### config.mk
export PLATFORM = sky130hd
export DESIGN_NAME = pwm_pair_monitor
export DESIGN_NICKNAME = d
export VERILOG_FILES = /design/src/rtl/pwm_pair_monitor.sv
export SDC_FILE = /design/constraint.sdc
export NUM_CORES = 1
export LEC_CHECK = 0
export ABC_AREA = 1
export CAP_MARGIN = 20
export CORE_MARGIN = 3
export CORE_UTILIZATION = 60
export CTS_CLUSTER_SIZE = 30
export DETAILED_ROUTE_END_ITERATION = 8
export PLACE_DENSITY = 0.83
export SLEW_MARGIN = 20
export SYNTH_ARGS = -nofsm -noshare
export SYNTH_HDL_FRONTEND = slang
export SYNTH_SLANG_ARGS = --single-unit
### constraint.sdc
create_clock -name clk -period 3.4 [get_ports clk]
set_input_delay 0.68 -clock clk [delete_from_list [all_inputs] [get_ports clk]]
set_output_delay 0.68 -clock clk [all_outputs]
set_load 0.01 [all_outputs]
### src/rtl/pwm_pair_monitor.sv
// rtl/pwm_pair_monitor.sv - duty, shoot-through, stuck-output and setup watchdog monitor for complementary PWM pairs
module pwm_pair_monitor #(
   parameter int NUM_CH    = 2,
   parameter int WIN_W     = 11,
   parameter int STUCK_CYC = 4096,
   parameter int SETUP_TO  = 500000
) (
   input  logic                          clk,
   input  logic                          rst,
   input  logic [NUM_CH-1:0]             pwm1,
   input  logic [NUM_CH-1:0]             pwm2,
   input  logic                          setup_done,
   input  logic                          clr_err,
   output logic [NUM_CH*(WIN_W+1)-1:0]   duty,
   output logic                          duty_vld,
   output logic [NUM_CH-1:0]             shoot_err,
   output logic [NUM_CH-1:0]             stuck_err,
   output logic                          setup_ok,
   output logic                          setup_to
);

   localparam int DW = WIN_W + 1;
   localparam int SW = $clog2(STUCK_CYC + 1);
   localparam int TW = $clog2(SETUP_TO);
   localparam logic [SW-1:0] STK_MAX  = SW'(STUCK_CYC);
   localparam logic [SW-1:0] STK_TRIP = SW'(STUCK_CYC - 1);
   localparam logic [TW-1:0] TO_LAST  = TW'(SETUP_TO - 1);

   typedef enum logic [1:0] {
      S_WAIT    = 2'd0,
      S_OK      = 2'd1,
      S_TIMEOUT = 2'd2
   } state_t;

   logic [NUM_CH-1:0] pwm1_q;
   logic [NUM_CH-1:0] pwm2_q;
   logic [NUM_CH-1:0] pwm1_prev;
   logic [NUM_CH-1:0] pwm1_edge;
   logic [NUM_CH-1:0] stuck_set;
   logic [WIN_W-1:0]  win_cnt;
   logic              win_last;
   logic [DW-1:0]     hi_cnt  [NUM_CH];
   logic [SW-1:0]     stk_cnt [NUM_CH];
   logic [TW-1:0]     to_cnt;
   state_t            state;
   state_t            state_nxt;

   assign win_last  = (win_cnt == '1);
   assign pwm1_edge = pwm1_q ^ pwm1_prev;

   always_comb begin
      stuck_set = '0;
      for (int i = 0; i < NUM_CH; i++) begin
         stuck_set[i] = !pwm1_edge[i] && (stk_cnt[i] >= STK_TRIP);
      end
   end

   // The terminal cycle folds its own sample into duty so a constant-high input reads 2^WIN_W.
   always_ff @(posedge clk) begin
      if (rst) begin
         pwm1_q    <= '0;
         pwm2_q    <= '0;
         pwm1_prev <= '0;
         win_cnt   <= '0;
         duty      <= '0;
         duty_vld  <= 1'b0;
         for (int i = 0; i < NUM_CH; i++) begin
            hi_cnt[i]  <= '0;
            stk_cnt[i] <= '0;
         end
      end else begin
         pwm1_q    <= pwm1;
         pwm2_q    <= pwm2;
         pwm1_prev <= pwm1_q;
         win_cnt   <= win_cnt + WIN_W'(1);
         duty_vld  <= win_last;
         for (int i = 0; i < NUM_CH; i++) begin
            if (win_last) begin
               duty[i*DW +: DW] <= hi_cnt[i] + DW'(pwm1_q[i]);
               hi_cnt[i]        <= '0;
            end else begin
               hi_cnt[i] <= hi_cnt[i] + DW'(pwm1_q[i]);
            end
            if (pwm1_edge[i]) begin
               stk_cnt[i] <= '0;
            end else if (stk_cnt[i] != STK_MAX) begin
               stk_cnt[i] <= stk_cnt[i] + SW'(1);
            end
         end
      end
   end

   // Sticky flags: a set condition in the same cycle as clr_err wins.
   always_ff @(posedge clk) begin
      if (rst) begin
         shoot_err <= '0;
         stuck_err <= '0;
      end else begin
         shoot_err <= (pwm1_q & pwm2_q) | (shoot_err & ~{NUM_CH{clr_err}});
         stuck_err <= stuck_set | (stuck_err & ~{NUM_CH{clr_err}});
      end
   end

   always_ff @(posedge clk) begin
      if (rst) begin
         state  <= S_WAIT;
         to_cnt <= '0;
      end else begin
         state <= state_nxt;
         if (state == S_WAIT) begin
            to_cnt <= to_cnt + TW'(1);
         end
      end
   end

   always_comb begin
      state_nxt = state;
      case (state)
         S_WAIT: begin
            if (setup_done) begin
               state_nxt = S_OK;
            end else if (to_cnt == TO_LAST) begin
               state_nxt = S_TIMEOUT;
            end
         end
         default: state_nxt = state;
      endcase
   end

   assign setup_ok = (state == S_OK);
   assign setup_to = (state == S_TIMEOUT);

endmodule

==> results.ini, run 1 <==
[grt]
grt_max_degree = 30
number_of_global_route_vias_before_repair = 4532
grt_first_pass_wirelength_um = 19700
initial_antenna_violation_count = 0
gr-usage-all-layers_pct = 23.9
grt_overflow = 0

[power]
p_total_mw = 3.32
power.density_cell_area_nw_per_um2 = 497
worst_ir_drop_vdd_mv = 0.385
leakagePower_nw = 2.78

[clock_network]
hold_buffer_count_at_cts = 0
cts_root_buf = clkbuf_8
ctsLongestPathBuffers = 2
worst_setup_hold_path_clk_slew_ns = 0.06
clock_insertion_delay_worst_skew_ns = 0.52
cts_sinks = 117
post_cts.resized_instances = 0
cts_tree = done
cts_htree_levels = 4
cts_made_buffers = 17
post_cts.repair.setup_buffers = 0

[finish]
multi_input_comb_area_um2 = 2360
area_delta_synth_final_pct = 20.1
post_route_cells_drive_above_1_share_pct = 6.14
finalNetCount = 787
antenna-diode-count = 0
layout.cells.non_filler = 890
layout.area.seq_um2 = 2840
n_fill_cell = 617

[critical_path]
critPathMaxFanout = 3
crit_chain = inv_2, nor2_1, clkdlybuf4s50_1
worst-r2r-setup-slack_ns = 1.27
timing.critical_path.slowest_stage_cell = clkdlybuf4s50_1
rr_startpoint = stk_cnt[1][0]
critical-path-max-stage-delay_ns = 0.56
cp.required_ns = 2.72
criticalPathCategory = register to output pin
crit_path_start = state[1]
worst-endpoint-arrival_ns = 1.60
critical-path-top-delay-family = buffers and inverters
type_of_origin_of_the_critical_path = register
crit_buf_inv = 2
end_kind = output pin

[yosys]
synthCells = 698
synth_cell_type_count = 36
synth_seq_area_share_pct = 51.2
post_synth.cell_area_avg_um2 = 7.95
synthesis_stage_register_bit_count = 117
synth.yosys.warnings = 0
mappedNetlistArea_um2 = 5550

[die]
ios = 39
die_height_um = 102
design.die.area_um2 = 10400
start_util_pct = 62.7
die_w_um = 102
num_rows = 34
core_area_um2 = 8850

[status]
status = finished, final reports clean

[placed_design]
place_inst = 858
dp_worst_setup_slack_ns = 0.663
gpl.final_weighted_congestion = 0.910
dp_hpwl_um = 7720
buffers_added_on_ports = 38

[timing]
finalCritPeriodShare_pct = 67.2
fin_crit_ns = 2.28
maxSlewHeadroom_pct = 52.1
grt_setup_unrepaired = false
final_setup_violation_count = 0
timing.final.ws_setup_ns = 1.12
finalClockSkew_ns = 0.0136
worst_hold_check_slack_ns = 0.438
totalNegativeSetupSlack_ns = 0
hold_violations = 0
worstMarginPinSlew_ns = 0.716
pins_over_their_slew_limit = 0
clock.fmax_ghz = 0.438

[routing]
initialDrtViolationCount = 233
wire_per_inst_um = 13.0
total_vias_in_the_final_route = 4630
first_pass_iters = 5
antenna_left = 0
detailed_route_vias_per_instance = 5.20
routed_wl_um = 11600
detail_route.drc_violations = 0

[worst_hold_path]
hold_path_startpoint = pwm2_q[1]
hold_path.class = register to register

[flow_run]
max-cap-violations = 0

[flip-flops by register name (all words and copies together), names as in the netlist]
name       flops
hi_cnt        24
duty          24
win_cnt       11
stk_cnt       26
pwm2_q         2
to_cnt        19
shoot_err      2
pwm1_prev      2
pwm1_q         2
state          2
stuck_err      2
duty_vld       1
[kinds of logic after synthesis]
logic type,count (synthesis),share of synthesized area (%)
AND/OR/NAND/NOR,386,30.0
flip-flops,117,51.2
buffers and inverters,109,7.91
AO/OA/AOI/OAI,53,5.07
XOR/XNOR,22,3.47
adder cells (fa/ha/maj),10,2.25
other,1,0.0675
[routing by layer]
layer / GRT usage [%] / part of all wire [%] / wire length [µm]
met5: 0 / 0 / 0
met3: 5.32 / 4.6 / 529
met1: 29.4 / 44 / 5100
met4: 9.38 / 2.2 / 250
met2: 41.0 / 49 / 5720
[metrics by stage]
| step | instance area (µm²) | utilization (%) |
|---|---|---|
| 2_1_floorplan | 5640 | - |
| 3_3_place_gp | 6100 | 69.0 |
| 3_5_place_dp | 6100 | 69.0 |
| 4_1_cts | 6670 | 75.3 |
| 5_1_grt | 6670 | 75.3 |
| 6_report | 6670 | 75.3 |
[final timing paths]
path	endpoint	depth (start not counted)
max	setup_to	3
min	shoot_err[1]	1
max reg2reg	stk_cnt[1][4]	5
min reg2reg	shoot_err[1]	1
[Yosys cell counts]
master,instances,area [µm²]
nand2_1,180,676
nor2_1,102,383
inv_1,90,338
dfxtp_1,67,1340
edfxtp_1,50,1500
nand3_1,32,160
a21oi_1,30,150
nor3_1,27,135
nand4_1,21,131
xor2_1,18,158
o21ai_0,15,75.1
ha_1,10,125
buf_2,6,30.0
inv_2,6,22.5
and2_1,5,31.3
nor3b_1,5,37.5
clkbuf_1,4,15.0
xnor2_1,4,35.0
buf_6,3,33.8
a22o_1,2,17.5
a31oi_1,2,12.5
and3_1,2,12.5
nor2_4,2,22.5
nor4_1,2,12.5
o21ai_1,2,10.0
a211oi_1,1,7.51
a21oi_2,1,8.76
conb_1,1,3.75
nand2_2,1,6.26
nand3_2,1,10.0
nand3b_1,1,7.51
nor2_2,1,6.26
nor3_4,1,16.3
or2_1,1,6.26
or2_2,1,6.26
or3_1,1,6.26
[cells in the final DEF (no fill, tap or decap), types with 2 or more instances in the layout]
master,count
a21oi_1,30
a22o_1,2
a31oi_1,2
and2_1,5
and3_1,2
buf_4,4
clkbuf_16,17
clkbuf_8,2
clkdlybuf4s50_1,38
clkinv_2,4
clkinv_4,4
clkinvlp_4,2
conb_1,24
dfxtp_1,67
edfxtp_1,50
ha_1,10
inv_1,90
inv_2,6
nand2_1,180
nand3_1,32
nand4_1,21
nor2_1,102
nor2_4,2
nor3_1,27
nor3b_1,5
nor4_1,2
o21ai_0,15
o21ai_1,2
xnor2_1,4
xor2_1,18
[cell type report]
| cell class | count | area share [%] |
|---|---|---|
| clock buffer | 20 | 6.85 |
| timing repair buffer | 42 | 6.16 |
| clock inverter | 12 | 1.56 |
| inverter | 96 | 5.41 |
| multi-input combinational | 495 | 35.3 |
| tap | 108 | 2.03 |
| sequential | 117 | 42.7 |
[power breakdown]
part / internal, mW / switching, mW / total, mW
Clock: 1.03 / 0.621 / 1.65
Combinational: 0.0498 / 0.0912 / 0.141
Sequential: 1.50 / 0.0279 / 1.53
(Power assumes the default switching activity.)
==> run 2, diff against run 1 <==
- CORE_UTILIZATION: 60 -> 53
- PLACE_DENSITY: 0.83 -> 0.78
- clock period: 3.4 -> 2.1 ns (I/O delays scaled with it)
==> run 2 against run 1 <==
Against the previous run: routed wire length down 1.6%; utilization down 8.2 points; clock power up 55%; power up 59%; via count down 0.11%; clock skew down 0.0056 ns; setup slack worse by 1.0 ns; sequential share of layout area down 0.27 points; sequential cell count unchanged; cell area up 0.64%; combinational power up 62%; critical path depth unchanged; critical path type unchanged.
==> results.ini, run 2 (same netlist as run 1, synthesis figures left out) <==
[status]
status = finished, final reports clean

[die]
start_util_pct = 55.5  ; -7.2 points
design.die.area_um2 = 11700  ; +12%
die_w_um = 108  ; +6.0%
ios = 39  ; unchanged
num_rows = 36  ; +5.9%
die_height_um = 108  ; +6.0%
core_area_um2 = 10000  ; +13%

[clock_network]
cts_made_buffers = 17  ; unchanged
cts_root_buf = clkbuf_8
cts_sinks = 117  ; unchanged
cts_tree = done
worst_setup_hold_path_clk_slew_ns = 0.06  ; about the same
clock_insertion_delay_worst_skew_ns = 0.51  ; about the same
post_cts.resized_instances = 0  ; unchanged
ctsLongestPathBuffers = 2  ; unchanged
post_cts.repair.setup_buffers = 0  ; unchanged
cts_htree_levels = 4  ; unchanged
hold_buffer_count_at_cts = 0  ; unchanged

[finish]
finish.instance_area_um2 = 6710  ; +0.64%
post_route_cells_drive_above_1_share_pct = 6.50  ; +0.36 points
finalNetCount = 790  ; +0.38%
area_delta_synth_final_pct = 20.8
final_cell_mix = nand2_1, nor2_1, inv_1
reg_top3 = stk_cnt: 26 flops, duty: 24 flops, hi_cnt: 24 flops
largest_register_ffs = 26  ; unchanged
final_common_cell = nand2_1
n_fill_cell = 804  ; +30%
antenna-diode-count = 0  ; unchanged
top_register = stk_cnt

[power]
worst_ir_drop_vdd_mv = 0.506  ; +32%
p_total_mw = 5.26  ; +59%
share_clk_of_total_power_pct = 48.7  ; -1.0 points
total_switching_power_mw = 1.21  ; +63%
power.share.combinational_pct = 4.4  ; about the same
pwr-share-seq_pct = 47.0  ; +0.9 points
internal-power_mw = 4.06  ; +58%
sw_frac_of_total_pct = 22.9  ; +0.60 points
power.density_cell_area_nw_per_um2 = 785  ; +58%
leakagePower_nw = 2.78  ; about the same

[critical_path]
ff2ff_path_depth = 7  ; +2
worst-endpoint-arrival_ns = 1.61  ; about the same
criticalPathCategory = register to output pin
critical-path-max-stage-delay_ns = 0.56  ; about the same
type_of_origin_of_the_critical_path = register
timing.critical_path.slowest_stage_cell = clkdlybuf4s50_1
cp.required_ns = 1.68  ; -1.04 ns
critPathMaxFanout = 3  ; unchanged
crit_chain = inv_2, nor2_1, clkdlybuf4s50_1
end_kind = output pin
worst-r2r-setup-slack_ns = 0.23  ; -1.04 ns

[grt]
grt_max_degree = 26  ; -13%
grt_first_pass_wirelength_um = 19300  ; -2.2%
number_of_global_route_vias_before_repair = 4511  ; -0.46%
grt_overflow = 0  ; unchanged
gr-usage-all-layers_pct = 20.7  ; -3.2 points
initial_antenna_violation_count = 0  ; unchanged

[routing]
detailed_route_vias_per_instance = 5.04  ; -3.2%
detail_route.drc_violations = 0  ; unchanged
routed_wl_um = 11400  ; -1.6%
antenna_left = 0  ; unchanged
wire_per_inst_um = 12.4  ; -4.6%
total_vias_in_the_final_route = 4625  ; -0.11%
initialDrtViolationCount = 289  ; +24%
first_pass_iters = 4  ; -1

[timing]
final_setup_violation_count = 0  ; unchanged
grt_setup_unrepaired = false
clock.fmax_ghz = 0.493
fin_crit_ns = 2.03
finalCritPeriodShare_pct = 96.6
finalClockSkew_ns = 0.00799  ; -0.00564 ns
pins_over_their_slew_limit = 0  ; unchanged
totalNegativeSetupSlack_ns = 0  ; unchanged
hold_violations = 0  ; unchanged

[placed_design]
dp_hpwl_um = 7840  ; +1.6%
placedInstanceArea_um2 = 6170  ; +1.1%
buffers_added_on_ports = 38  ; unchanged
gpl.final_weighted_congestion = 0.896  ; -1.6%

[worst_hold_path]
hold_path.class = input port to register
timing.hold.worst_path_depth = 3  ; +2

[flow_run]
max-cap-violations = 0  ; unchanged

run 2: cell count changes in the layout (fill, tap and decap cells not counted), sizes merged:
cell	change
buf	+3
bufinv	-1
clkbuf	+1
clkinv	-3
clkinvlp	+2
inv	+1
run 2: worst max-delay path, delay by kind of cell (launching register included):
| kind | cells | cell delay, ns |
|---|---|---|
| flip-flops | 1 | 0.36 |
| AND/OR/NAND/NOR | 1 | 0.13 |
| buffers and inverters | 2 | 0.61 |
run 2: final timing paths:
path | end | from
worst max-delay path | setup_to | state[1]
worst min-delay path | pwm1_q[1] | pwm1[1]
worst max register to register | stk_cnt[1][12] | stk_cnt[1][0]
worst min register to register | shoot_err[0] | pwm2_q[0]
run 2: power by group through the flow:
stage	logic, mW	registers (mW)	clock network (mW)
5_1_grt	0.263	2.48	2.70
6_report	0.229	2.47	2.56
3_3_place_gp	0.215	2.51	0
2_1_floorplan	0.166	2.51	0
3_5_place_dp	0.226	2.52	0
4_1_cts	0.230	2.47	2.60
run 2: routing by layer:
metal	track usage (%)	wire length, µm	vias to the layer above
met2	36.7	5730	108
met5	0	0	-
met4	8.39	161	0
met3	4.36	414	16
li1	-	-	2378
met1	24.4	5100	2123
run 2: layout make-up:
class,instances,area [µm²],share of cell area (%)
Tap cell,133,166,2.48
Multi-Input combinational cell,495,2360,35.1
Sequential cell,117,2840,42.4
Clock buffer,21,460,6.86
Inverter,96,360,5.37
Clock inverter,11,76.3,1.14
Timing Repair Buffer,45,445,6.64
run 2: through the flow:
stage / setup WS, ns / hold slack (ns) / instances / util (%)
after detailed placement: 0.0904 / 0.431 / 886 / 61.7
final: 0.0713 / 0.434 / 918 / 67.1
after global placement: 0.202 / 0.426 / 886 / 61.7
after floorplan: 0.405 / 0.418 / 721 / -
after CTS: 0.0594 / 0.426 / 918 / 67.1
after global routing: 0.00521 / 0.436 / 918 / 67.1
==> run 3, diff against run 2 <==
- CORE_UTILIZATION: 53 -> 59
- CTS_CLUSTER_SIZE: 30 -> not set
- PLACE_DENSITY: 0.78 -> 0.82
- clock period: 2.1 -> 2 ns (I/O delays scaled with it)
==> run 3 against run 2 <==
Against the previous run: first-iteration DRC count increased by 4.2%; sequential share of layout area fell by 0.38 points; sequential power increased by 5%; critical path type is now register to register; cell area increased by 0.91%; routed wire length rose by 2.7%; setup slack gained 0.079 ns; via count up 2.6%.
==> results.ini, run 3 (same netlist as run 1, synthesis figures left out) <==
[clock_network]
cts_sinks = 117  ; unchanged
clock_insertion_delay_worst_skew_ns = 0.51  ; about the same
cts_htree_levels = 4  ; unchanged
ctsLongestPathBuffers = 2  ; unchanged
cts_root_buf = clkbuf_8
cts_tree = done
cts_made_buffers = 17  ; unchanged
worst_setup_hold_path_clk_slew_ns = 0.06  ; about the same
post_cts.repair.setup_buffers = 0  ; unchanged

[routing]
initialDrtViolationCount = 301  ; +4.2%
routed_wl_um = 11700  ; +2.7%
antenna_left = 0  ; unchanged
total_vias_in_the_final_route = 4747  ; +2.6%
detail_route.drc_violations = 0  ; unchanged
detailed_route_vias_per_instance = 5.30  ; +5.2%
wire_per_inst_um = 13.1  ; +5.2%
first_pass_iters = 5  ; +1

[timing]
grt_setup_unrepaired = false
totalNegativeSetupSlack_ns = 0  ; unchanged
hold_violations = 0  ; unchanged
maxSlewHeadroom_pct = 66.7
clock.fmax_ghz = 0.541
worstMarginPinSlew_ns = 0.495
finalClockSkew_ns = 0.00734  ; -0.000653 ns
fin_crit_ns = 1.85
pins_over_their_slew_limit = 0  ; unchanged
final_setup_violation_count = 0  ; unchanged
worst_hold_check_slack_ns = 0.415  ; -0.0188 ns
finalCritPeriodShare_pct = 92.5

[grt]
grt_first_pass_wirelength_um = 19700  ; +2.0%
number_of_global_route_vias_before_repair = 4548  ; +0.82%
initial_antenna_violation_count = 0  ; unchanged
grt_overflow = 0  ; unchanged
grt_max_degree = 26  ; unchanged
gr-usage-all-layers_pct = 23.2  ; +2.5 points

[finish]
finalNetCount = 793  ; +0.38%
top_register = stk_cnt
area_delta_synth_final_pct = 21.9
layout.area.seq_um2 = 2840  ; unchanged
final_common_cell = nand2_1
n_fill_cell = 627  ; -22%
antenna-diode-count = 0  ; unchanged
multi_input_comb_area_um2 = 2360  ; unchanged
finish.instance_area_um2 = 6770  ; +0.91%
final_cell_mix = nand2_1, nor2_1, inv_1
post_route_cells_drive_above_1_share_pct = 6.73  ; +0.23 points
reg_top3 = stk_cnt: 26 flops, duty: 24 flops, hi_cnt: 24 flops
largest_register_ffs = 26  ; unchanged

[status]
status = finished, final reports clean

[critical_path]
cp.required_ns = 2.24  ; +0.56 ns
end_kind = register
crit_chain = inv_1, ha_1, nand2_1, nor3_1, nand3_1, nand2_1, nor3_1
critical-path-top-delay-family = simple AND/OR/NAND/NOR gates
worst-endpoint-arrival_ns = 2.09  ; +0.48 ns
criticalPathCategory = register to register
critical-path-max-stage-delay_ns = 0.44  ; -0.12 ns
type_of_origin_of_the_critical_path = register
crit_buf_inv = 1  ; -1
timing.critical_path.slowest_stage_cell = edfxtp_1
critPathMaxFanout = 12  ; +9

[placed_design]
buffers_added_on_ports = 38  ; unchanged
placedInstanceArea_um2 = 6160  ; -0.14%
dp_hpwl_um = 7920  ; +1.1%
gpl.final_weighted_congestion = 0.859  ; -4.1%

[die]
num_rows = 34  ; -5.6%
ios = 39  ; unchanged
design.die.area_um2 = 10600  ; -9.6%
start_util_pct = 62.1  ; +6.6 points
core_area_um2 = 8930  ; -11%
die_height_um = 103  ; -4.9%
die_w_um = 103  ; -4.9%

[flow_run]
max-cap-violations = 0  ; unchanged

[worst_hold_path]
hold_path.class = input port to register

[power]
p_total_mw = 5.91  ; +12%
power.density_cell_area_nw_per_um2 = 874  ; +11%
leakagePower_nw = 2.84  ; +2.4%
worst_ir_drop_vdd_mv = 0.572  ; +13%

==> run 3: changes by cell type in the layout (fill, tap and decap cells not counted), sizes merged <==
| cell | previous run | this run |
|---|---|---|
| inv | 97 | 96 |
| buf | 7 | 10 |
| clkbuf | 21 | 23 |
| bufinv | 0 | 3 |
| dlygate4sd2 | 0 | 2 |
| clkdlybuf4s50 | 38 | 36 |
| clkinv | 6 | 5 |
| clkinvlp | 4 | 1 |
==> run 3: repair_timing <==
action                                  in CTS  in global routing
endpoints found under the setup margin       2                  0
hold buffers                                 0                  0
resized for setup                            2                  0
==> run 3: where the power goes <==
part           total, mW  switching [mW]  internal [mW]  leakage (nW)
combinational      0.244           0.156         0.0882          1.43
clock               3.07            1.02           2.06         0.300
sequential          2.60          0.0475           2.55          1.11
==> run 3: worst paths after layout <==
path | start | endpoint | slack (ns) | depth (start not counted)
max | stk_cnt[1][0] | stk_cnt[1][7] | 0.15 | 7
min | pwm1[1] | pwm1_q[1] | 0.41 | 3
max reg2reg | stk_cnt[1][0] | stk_cnt[1][7] | 0.15 | 7
min reg2reg | pwm2_q[1] | shoot_err[1] | 0.44 | 1
==> run 3: area by class of cell <==
type                            count  share of cell area, %
Clock buffer                       23                   7.21
Clock inverter                      9                   1.79
Inverter                           96                   5.32
Multi-Input combinational cell    495                   34.8
Sequential cell                   117                   42.0
Tap cell                          108                   2.00
Timing Repair Buffer               48                   6.88
==> run 3: per-stage QoR <==
stage / utilization, % / setup slack [ns] / instances
after global placement: 69.0 / 0.145 / 864
final: 75.8 / 0.151 / 896
after detailed placement: 69.0 / 0.0405 / 864
after CTS: 75.8 / 0.150 / 896
after global routing: 75.8 / 0.00313 / 896
after floorplan: - / 0.305 / 721
==> run 3: metal layers <==
metal  vias to the layer above  routed length (µm)  global-route usage (%)
met5                         -                   0                       0
met4                         0                 149                    7.97
met3                        20                 545                    4.33
met2                       149                5970                    40.3
met1                      2198                5050                    28.9
li1                       2380                   -                       -
==> run 3: worst register-to-register path, cell delays in order (launching register included) <==
cell and delay, ns:
edfxtp_1 0.44, inv_1 0.09, ha_1 0.15, nand2_1 0.06, nor3_1 0.22, nand3_1 0.15
nand2_1 0.37, nor3_1 0.12
